===== config.mk =====
export PLATFORM = sky130hd
export DESIGN_NAME = uart_tx_arbiter
export DESIGN_NICKNAME = d
export VERILOG_FILES = /design/src/rtl/uart_tx_arbiter.sv
export SDC_FILE = /design/constraint.sdc
export NUM_CORES = 1
export LEC_CHECK = 0
export CORE_UTILIZATION = 30
export DETAILED_ROUTE_END_ITERATION = 6
export DONT_BUFFER_PORTS = 1
export SLEW_MARGIN = 10
export SYNTH_ARGS = -nofsm -noshare
export SYNTH_HDL_FRONTEND = slang
export SYNTH_SLANG_ARGS = --single-unit

===== constraint.sdc =====
create_clock -name clk -period 1.65 [get_ports clk]
set_input_delay 0.33 -clock clk [delete_from_list [all_inputs] [get_ports clk]]
set_output_delay 0.33 -clock clk [all_outputs]
set_load 0.02 [all_outputs]

===== src/rtl/uart_tx_arbiter.sv =====
// Round-robin arbiter sharing one UART transmitter among NUM_REQ requesters.
// Optional busy-rise watchdog is enabled by defining UART_ARB_TIMEOUT_EN.
module uart_tx_arbiter #(
  parameter int NUM_REQ      = 4,
  parameter int DATA_BITS    = 8,
  parameter int BUSY_TIMEOUT = 16
) (
  input  logic                           clk,
  input  logic                           reset,
  input  logic [NUM_REQ-1:0]             i_req_valid,
  input  logic [NUM_REQ*DATA_BITS-1:0]   i_req_data,
  output logic [NUM_REQ-1:0]             o_req_ready,
  output logic [DATA_BITS-1:0]           o_tx_data,
  output logic                           o_tx_start,
  input  logic                           i_tx_busy,
  output logic [$clog2(NUM_REQ)-1:0]     o_grant_id,
  output logic                           o_active
`ifdef UART_ARB_TIMEOUT_EN
  ,
  output logic                           o_tx_timeout
`endif
);

  localparam int ID_W = $clog2(NUM_REQ);

  typedef enum logic [1:0] {
    IDLE,
    LAUNCH,
    WAIT_BUSY,
    WAIT_DONE
  } state_t;

  state_t                r_state;
  state_t                w_next_state;
  logic [ID_W-1:0]       r_rr_ptr;
  logic [ID_W-1:0]       r_grant_id;
  logic [DATA_BITS-1:0]  r_tx_data;

  logic                  w_found;
  logic [ID_W-1:0]       w_winner;
  logic [ID_W-1:0]       w_cand;
  logic [DATA_BITS-1:0]  w_word;
  logic                  w_accept;

  // Search starts just after the last winner and wraps with an explicit modulo,
  // so non-power-of-2 requester counts rotate correctly.
  always_comb begin
    w_found  = 1'b0;
    w_winner = '0;
    w_cand   = '0;
    for (int k = 1; k <= NUM_REQ; k++) begin
      w_cand = ID_W'((int'(r_rr_ptr) + k) % NUM_REQ);
      if (!w_found && i_req_valid[w_cand]) begin
        w_found  = 1'b1;
        w_winner = w_cand;
      end
    end
  end

  always_comb begin
    w_word = '0;
    for (int i = 0; i < NUM_REQ; i++) begin
      if (w_winner == ID_W'(i)) begin
        w_word = i_req_data[i*DATA_BITS +: DATA_BITS];
      end
    end
  end

  assign w_accept = (r_state == IDLE) && !i_tx_busy && w_found;

  always_comb begin
    o_req_ready = '0;
    if (w_accept) begin
      o_req_ready[w_winner] = 1'b1;
    end
  end

`ifdef UART_ARB_TIMEOUT_EN
  localparam int TO_W = $clog2(BUSY_TIMEOUT + 1);

  logic [TO_W-1:0] r_to_cnt;
  logic            r_tx_timeout;
  logic            w_timeout_fire;

  // Counter is held at zero outside WAIT_BUSY, so every entry starts fresh.
  always_ff @(posedge clk) begin
    if (reset) begin
      r_to_cnt     <= '0;
      r_tx_timeout <= 1'b0;
    end else begin
      r_tx_timeout <= w_timeout_fire;
      if (r_state == WAIT_BUSY) begin
        r_to_cnt <= r_to_cnt + 1'b1;
      end else begin
        r_to_cnt <= '0;
      end
    end
  end

  assign o_tx_timeout = r_tx_timeout;
`else
  logic w_unused_cfg;
  assign w_unused_cfg = (BUSY_TIMEOUT > 0);
`endif

  always_ff @(posedge clk) begin
    if (reset) begin
      r_state <= IDLE;
    end else begin
      r_state <= w_next_state;
    end
  end

  always_comb begin
    w_next_state = r_state;
    o_tx_start   = 1'b0;
    o_active     = (r_state != IDLE);
`ifdef UART_ARB_TIMEOUT_EN
    w_timeout_fire = 1'b0;
`endif
    case (r_state)
      IDLE: begin
        if (w_accept) begin
          w_next_state = LAUNCH;
        end
      end
      LAUNCH: begin
        o_tx_start   = 1'b1;
        w_next_state = WAIT_BUSY;
      end
      WAIT_BUSY: begin
        if (i_tx_busy) begin
          w_next_state = WAIT_DONE;
        end
`ifdef UART_ARB_TIMEOUT_EN
        else if (r_to_cnt == TO_W'(BUSY_TIMEOUT - 1)) begin
          w_timeout_fire = 1'b1;
          w_next_state   = IDLE;
        end
`endif
      end
      WAIT_DONE: begin
        if (!i_tx_busy) begin
          w_next_state = IDLE;
        end
      end
      default: begin
        w_next_state = IDLE;
      end
    endcase
  end

  // Word, owner and last-winner pointer only change on an accepted handshake.
  always_ff @(posedge clk) begin
    if (reset) begin
      r_rr_ptr   <= ID_W'(NUM_REQ - 1);
      r_grant_id <= '0;
      r_tx_data  <= '0;
    end else if (w_accept) begin
      r_rr_ptr   <= w_winner;
      r_grant_id <= w_winner;
      r_tx_data  <= w_word;
    end
  end

  assign o_tx_data  = r_tx_data;
  assign o_grant_id = r_grant_id;

endmodule


==> results of run 1 <==
[layout make-up]
| class | instances | share of cell area (%) |
|---|---|---|
| clock buffers | 3 | 1.72 |
| repair buffers | 20 | 13.8 |
| inverters | 3 | 1.05 |
| multi-input cells | 83 | 57.6 |
| flip-flops and latches | 14 | 21.7 |
| well taps | 44 | 4.21 |
[what timing repair did]
item,CTS,global route
setup buffers,4,4
pin swaps,4,5
setup endpoints to repair,12,15
cloned,0,0
resized for setup,9,16
[power groups by stage]
stage | clock, W | sequential (W) | combinational (W)
2_1_floorplan | 0 | 0.000579 | 0.000718
3_3_place_gp | 0 | 0.000589 | 0.000932
3_5_place_dp | 0 | 0.000594 | 0.000966
4_1_cts | 0.000199 | 0.000585 | 0.00113
5_1_grt | 0.000218 | 0.000604 | 0.00132
6_report | 0.000189 | 0.000591 | 0.00121
[stage by stage]
stage	utilization [%]	cell area, µm²	total power [W]
3_3_place_gp	36.9	1130	0.00152
5_1_grt	42.5	1310	0.00214
6_report	42.5	1310	0.00199
4_1_cts	40.0	1230	0.00191
3_5_place_dp	36.9	1130	0.00156
2_1_floorplan	-	1020	0.00130
[worst min path at each step]
stage | startpoint | end | slack [ns] | cells past startpoint
after global placement | reset | r_state[1] | 0.40 | 1
final | reset | r_state[1] | 0.11 | 1
after floorplan | r_rr_ptr[0] | r_rr_ptr[0] | 0.48 | 2
after global routing | reset | r_state[1] | 0.09 | 1
after CTS | reset | r_state[1] | 0.1 | 1
after detailed placement | reset | r_state[1] | 0.40 | 1
[state kept, by name, summed over array words and instances (netlist names)]
name and count:
o_grant_id 2, r_rr_ptr 2, o_tx_data 8, r_state 2
[logic make-up after synthesis]
logic type                 synth area share, %
AOI/OAI and AO/OA                         13.1
adders and majority gates                 6.36
buffers and inverters                     6.23
DFF                                       28.5
muxes                                     26.6
and+or+nand+nor                           19.2
[per-layer routing]
layer / global-route usage (%) / vias to the layer above
met5: 0 / -
met4: 2.04 / 0
met3: 6.11 / 0
met2: 27.6 / 29
met1: 13.4 / 401
li1: - / 417
[cell usage in the layout, fill, tap and decap left out, types with 2 or more instances in the layout]
master    instances
nor2_1            8
buf_6             6
dfxtp_2           3
mux2i_1          15
nand2b_4          2
nand3b_1          8
a21oi_1           3
o21ai_1           9
clkbuf_4          3
nor2_4            2
buf_4            13
dfxtp_1          11
mux2_2            9
nand2_1           2
ha_1              4
inv_2             2
==> metrics.md, run 1 <==
| Metric | Value |
|---|---|
| Sequential standard cell area | `about 280 µm²` |
| Drc violations | `0` |
| Root buf cell | `clkbuf_4` |
| Sink Count | `14` |
| Worst-Skew Late Latency | `roughly 0.28 ns` |
| Cells after DPL | `between 150 and 200` |
| Global-route wire length before repair | `roughly 3700 µm` |
| VDD IR max | `between 700 and 800 µV` |
| Die X | `approximately 60 µm` |
| Hold slack | `roughly 0.11 ns` |
| Pwr Density | `1520 mW/mm²` |
| Crit path DAT | `approximately 1.7 ns` |
| Setup TNS | `-1.23 ns` |
| Routed wl met2 | `~1400 µm` |
| Crit share post-route | `121%` |
| Worst-margin pin slew | `approximately 0.54 ns` |
| Post-Syn Instances | `around 110` |
| Fmax | `about 500 MHz` |
| Critical path's slowest cell | `or3_4` |
| Port Buffer Count | `0` |
| Setup Viol. Count Final | `5` |
| Largest net degree at the start of global routing | `16` |
| Top cell type by total area after synthesis | `dfxtp_1` |
| Wire length per cell | `approximately 14 µm` |
| Synth area leaders | `dfxtp_1 28%, mux2i_1 16%, mux2_2 10%` |
| Routed wl met3 | `185 µm` |
| Area of the core | `between 0.003 and 0.004 mm²` |
| Rel. slew slack | `between 60% and 70%` |
| Multi-input logic area | `between 700 and 800 µm²` |
| Crit path launch | `r_state[1]` |
| Fillers | `309` |
| Detailed-route via count | `around 850` |
| Drt pass-1 iters | `4` |
| Sw Share | `between 40% and 50%` |
| Lkg Pwr | `0.566 nW` |
| Worst min path class | `in2reg` |
| EDFF count, synth | `0` |
| Placement Setup Slack | `-0.0741 ns` |
| Placer congestion estimate | `between 0.7 and 0.8` |
| Ant. Diodes | `0` |
| Grt ovf | `0` |
| Path depth of the worst reg2reg path | `7` |
| Initial DRC count | `12` |
| Status | `finished with violations` |
| Reg2reg start | `r_state[0]` |
| Via/cell ratio | `between 5 and 6` |
| Failing checks | `negative setup slack` |
| Total GRT Usage | `~14%` |
| Top-count cell post-synth | `mux2i_1` |
| RR Endpoint | `r_state[0]` |
| Hpwl dp | `about 1900 µm` |
| Share of cells above drive strength 1 | `between 40% and 50%` |
| Post-CTS Hold Buffers | `0` |
| Initial antenna violation count | `0` |
| Synthesized flop and latch total | `14` |
| Crit start category | `flip-flop` |
| Clk slew on worst S/H paths | `0.07 ns` |
| Initial Util | `about a third` |
| ANT nets after route | `0` |
| Clock network power share | `a little under a tenth` |
| Total Wirelength | `about 2400 µm` |
| Post-route insts no fill | `between 150 and 200` |
| Worst path cell trace | `inv_2 -> ha_4 -> inv_4 -> or3_4 -> or2_4 -> nor2b_4` |
| Sw power | `around 0.00081 W` |
| Met1 wire length | `between 800 and 900 µm` |
| Crit path largest cell delay | `around 0.36 ns` |
| Post-synth ARST share | `0%` |
| Layout Skew | `~0.0068 ns` |
| Die Height | `about 59 µm` |
| Family with the most delay on the worst path | `simple AND/OR/NAND/NOR gates` |
| CTS tree | `yes` |
| H-tree levels | `1` |
| Bufs and invs on worst path | `2` |
| Vias in the first global route | `a little under 900` |
| Clock tree buffer depth | `2` |
| Count of warnings emitted by yosys | `0` |
| Fin. Hold Viols | `0` |
| Mapped Nets | `approximately 150` |
| Io pins | `55` |
| Unique masters post-synth | `27` |
| Crit Path Class | `reg2out` |
| Endpoint type of the worst setup path | `primary output` |
| Final Net Count | `roughly 170` |
| Synthesis-to-layout area growth | `33.1%` |
| Syn Std Cell Area | `983 µm²` |
| Combinational Power Share | `60.8%` |
| Max Used Layer | `met3` |
| Main synth FF type | `dfxtp_1` |
| WP depth | `6` |
| Period minus WS final | `around 2 ns` |
| Row count | `20` |
| FF-to-FF setup slack | `-0.01 ns` |
| Top fanout value on the critical path | `4` |
| Sequential power share | `between 20% and 30%` |
| Die area | `~0.0035 mm²` |
| Area share of the largest cell type after synthesis | `28.5%` |
| Unrepaired setup endpoints after global routing | `yes` |
| Max-slew violations | `0` |
| WP data required | `1.32 ns` |
| Final setup margin | `-0.352 ns` |
| Register area share after synthesis | `about 28%` |
| Post-synth top cells | `16 x mux2i_1, 14 x dfxtp_1, 10 x nor2_1, 10 x o21ai_1, 9 x mux2_2` |
| Max-cap violation count | `0` |
| Total CTS buffers | `3` |
| Power Internal | `0.00118 W` |
| CP endpoint | `o_req_ready[3]` |
| Mean Syn Cell Area | `9.37 µm²` |
Power figures use the tool's default switching activity.
==> run 2: changes to the inputs <==
==> constraint.sdc (replaced) <==
create_clock -name clk -period 2.3 [get_ports clk]
set_input_delay 0.46 -clock clk [delete_from_list [all_inputs] [get_ports clk]]
set_output_delay 0.46 -clock clk [all_outputs]
set_load 0.02 [all_outputs]
==> run 2 against run 1 <==
- the flow now finishes without violations
- die area unchanged
- via count fell by 4.0%
- clock skew about the same
- clock power shrank 10%
- highest routed layer is now met4
- non-clock buffer count down 9
==> metrics.md, run 2 (same netlist as run 1, synthesis figures left out) <==
| Metric | Value |
|---|---|
| Top fanout value on the critical path | `4` |
| Reg2reg start | `r_rr_ptr[1]` |
| Wire length per cell | `approximately 14 µm` |
| Initial Util | `around a third` |
| Worst-Skew Late Latency | `~0.28 ns` |
| Post-CTS Hold Buffers | `0` |
| Pwr Density | `roughly 1100 mW/mm²` |
| Root buf cell | `clkbuf_4` |
| Grt ovf | `0` |
| Hold_sp | `reset` |
| FF-to-FF setup slack | `between 0.5 and 0.6 ns` |
| Met3 GRT Util | `6.99%` |
| Total GRT Usage | `12.6%` |
| Period minus WS final | `roughly 2.2 ns` |
| Max-slew violations | `0` |
| Drc violations | `0` |
| Io pins | `55` |
| Crit path DAT | `between 1.5 and 2 ns` |
| Max-cap violation count | `0` |
| Initial DRC count | `11` |
| Worst-margin pin slew | `a little under 0.5 ns` |
| Initial antenna violation count | `0` |
| CTS tree | `yes` |
| ANT nets after route | `0` |
| Crit path launch | `r_state[1]` |
| Die area | `0.00351 mm²` |
| Sink Count | `14` |
| CP endpoint | `o_req_ready[3]` |
| Total CTS buffers | `3` |
| Fin. Hold Viols | `0` |
| RR Endpoint | `o_tx_data[7]` |
| Gr busiest metal | `met2` |
| Worst path cell trace | `inv_2 -> ha_4 -> inv_1 -> or3_1 -> or2_4 -> nor2b_4 -> buf_6` |
| VDD IR max | `663 µV` |
| Endpoint type of the worst setup path | `primary output` |
| Lkg Pwr | `slightly below 0.5 nW` |
| WP depth | `7` |
| Crit start category | `flip-flop` |
| Placer congestion estimate | `0.682` |
| Met1 GRT Util | `~14%` |
| Final Net Count | `160` |
| Most frequent cells in the layout | `16 x mux2i_1, 12 x dfxtp_1, 10 x o21ai_1, 10 x buf_4` |
| Largest net degree at the start of global routing | `17` |
| Path depth of the worst reg2reg path | `6` |
| Total Wirelength | `2240 µm` |
| Port Buffer Count | `0` |
| Share of cells above drive strength 1 | `a little under a third` |
| Via/cell ratio | `around 5.1` |
| Family with the most delay on the worst path | `simple AND/OR/NAND/NOR gates` |
| Fmax | `between 400 and 500 MHz` |
| Crit share post-route | `a little over nine tenths` |
| Crit Path Class | `reg2out` |
| Setup Viol. Count Final | `0` |
| Met2 track demand over resource | `between 20% and 30%` |
| Worst min path class | `in2reg` |
| Row count | `20` |
| Clock tree buffer depth | `2` |
| Hold slack | `between 0.2 and 0.25 ns` |
| Hpwl dp | `1760 µm` |
| Global-route wire length before repair | `about 3200 µm` |
| Clk slew on worst S/H paths | `approximately 0.08 ns` |
| Die Height | `59.3 µm` |
| Commonest non-fill, non-tap cell in the layout | `mux2i_1` |
| Rel. slew slack | `67.2%` |
| Bufs and invs on worst path | `3` |
| Status | `complete, no violations` |
| Max FFs per register | `8` |
| Synthesis-to-layout area growth | `15.8%` |
| Detailed-route via count | `813` |
| Setup TNS | `0 ns` |
| H-tree levels | `1` |
| Layout Skew | `between 0.006 and 0.007 ns` |
| Area of the core | `about 0.0031 mm²` |
| Crit path largest cell delay | `roughly 0.38 ns` |
| Drt pass-1 iters | `3` |
| Vias in the first global route | `between 700 and 800` |
| WP data required | `around 1.8 ns` |
| Die X | `between 50 and 60 µm` |
| Critical path's slowest cell | `or3_1` |
| Ant. Diodes | `0` |
run 2: cell types whose count changed in the layout (fill, tap and decap cells not counted), moves of 2 or more:
| cell | previous run | this run |
|---|---|---|
| nor2_4 | 2 | 0 |
| buf_4 | 13 | 10 |
| buf_6 | 6 | 1 |
| nand2b_4 | 2 | 0 |
| nand2b_1 | 1 | 3 |
run 2: cell type report:
cell class                 instances  area, µm²
clock buffer                       4       36.3
fill                             323       1940
inverter                           3       11.3
multi-input combinational         83        667
sequential                        14        283
tap                               44       55.1
timing repair buffer              11       86.3
run 2: how the worst min path moves through the flow:
stage | endpoint | cells after the start | slack (ns)
final | r_state[1] | 1 | 0.24
after detailed placement | r_state[0] | 2 | 0.53
after global routing | r_state[1] | 1 | 0.22
after floorplan | r_rr_ptr[0] | 2 | 0.48
after global placement | r_rr_ptr[0] | 2 | 0.51
after CTS | r_state[1] | 1 | 0.23
run 2: repair_timing:
action | 4_1_cts | 5_1_grt
pin swaps | 0 | 1
setup buffers | 2 | 0
gates resized for setup | 6 | 5
setup endpoints to repair | 2 | 2
gates cloned | 0 | 0
run 2: where the power goes:
part / internal [W] / switching (W) / total (W)
sequential: 0.000316 / 0.000106 / 0.000422
clock: 0.0000962 / 0.0000743 / 0.000170
combinational: 0.000291 / 0.000316 / 0.000608
total: 0.000704 / 0.000497 / 0.00120
run 2: layer usage:
layer	wire length, µm	part of all wire, %
met1	873	39
met2	1090	49
met3	266	12
met4	10	0.45
met5	0	0
run 2: metrics by stage:
| step | power, W | cell area [µm²] | cells | setup slack [ns] | utilization [%] |
|---|---|---|---|---|---|
| 2_1_floorplan | 0.000869 | 983 | 105 | 0.0947 | - |
| 3_5_place_dp | 0.000979 | 1060 | 153 | 0.199 | 34.3 |
| 3_3_place_gp | 0.000955 | 1060 | 153 | 0.245 | 34.3 |
| 6_report | 0.00120 | 1140 | 159 | 0.0769 | 37.0 |
| 4_1_cts | 0.00119 | 1110 | 159 | 0.00682 | 36.2 |
| 5_1_grt | 0.00130 | 1140 | 159 | -0.00633 | 37.0 |
run 2: worst reg2reg max path: stages, from the launching register on:
cell	delay [ns]
dfxtp_1	0.43
o21ai_1	0.11
o221ai_2	0.26
buf_4	0.33
mux2i_1	0.12
mux2_2	0.28
o21ai_1	0.13
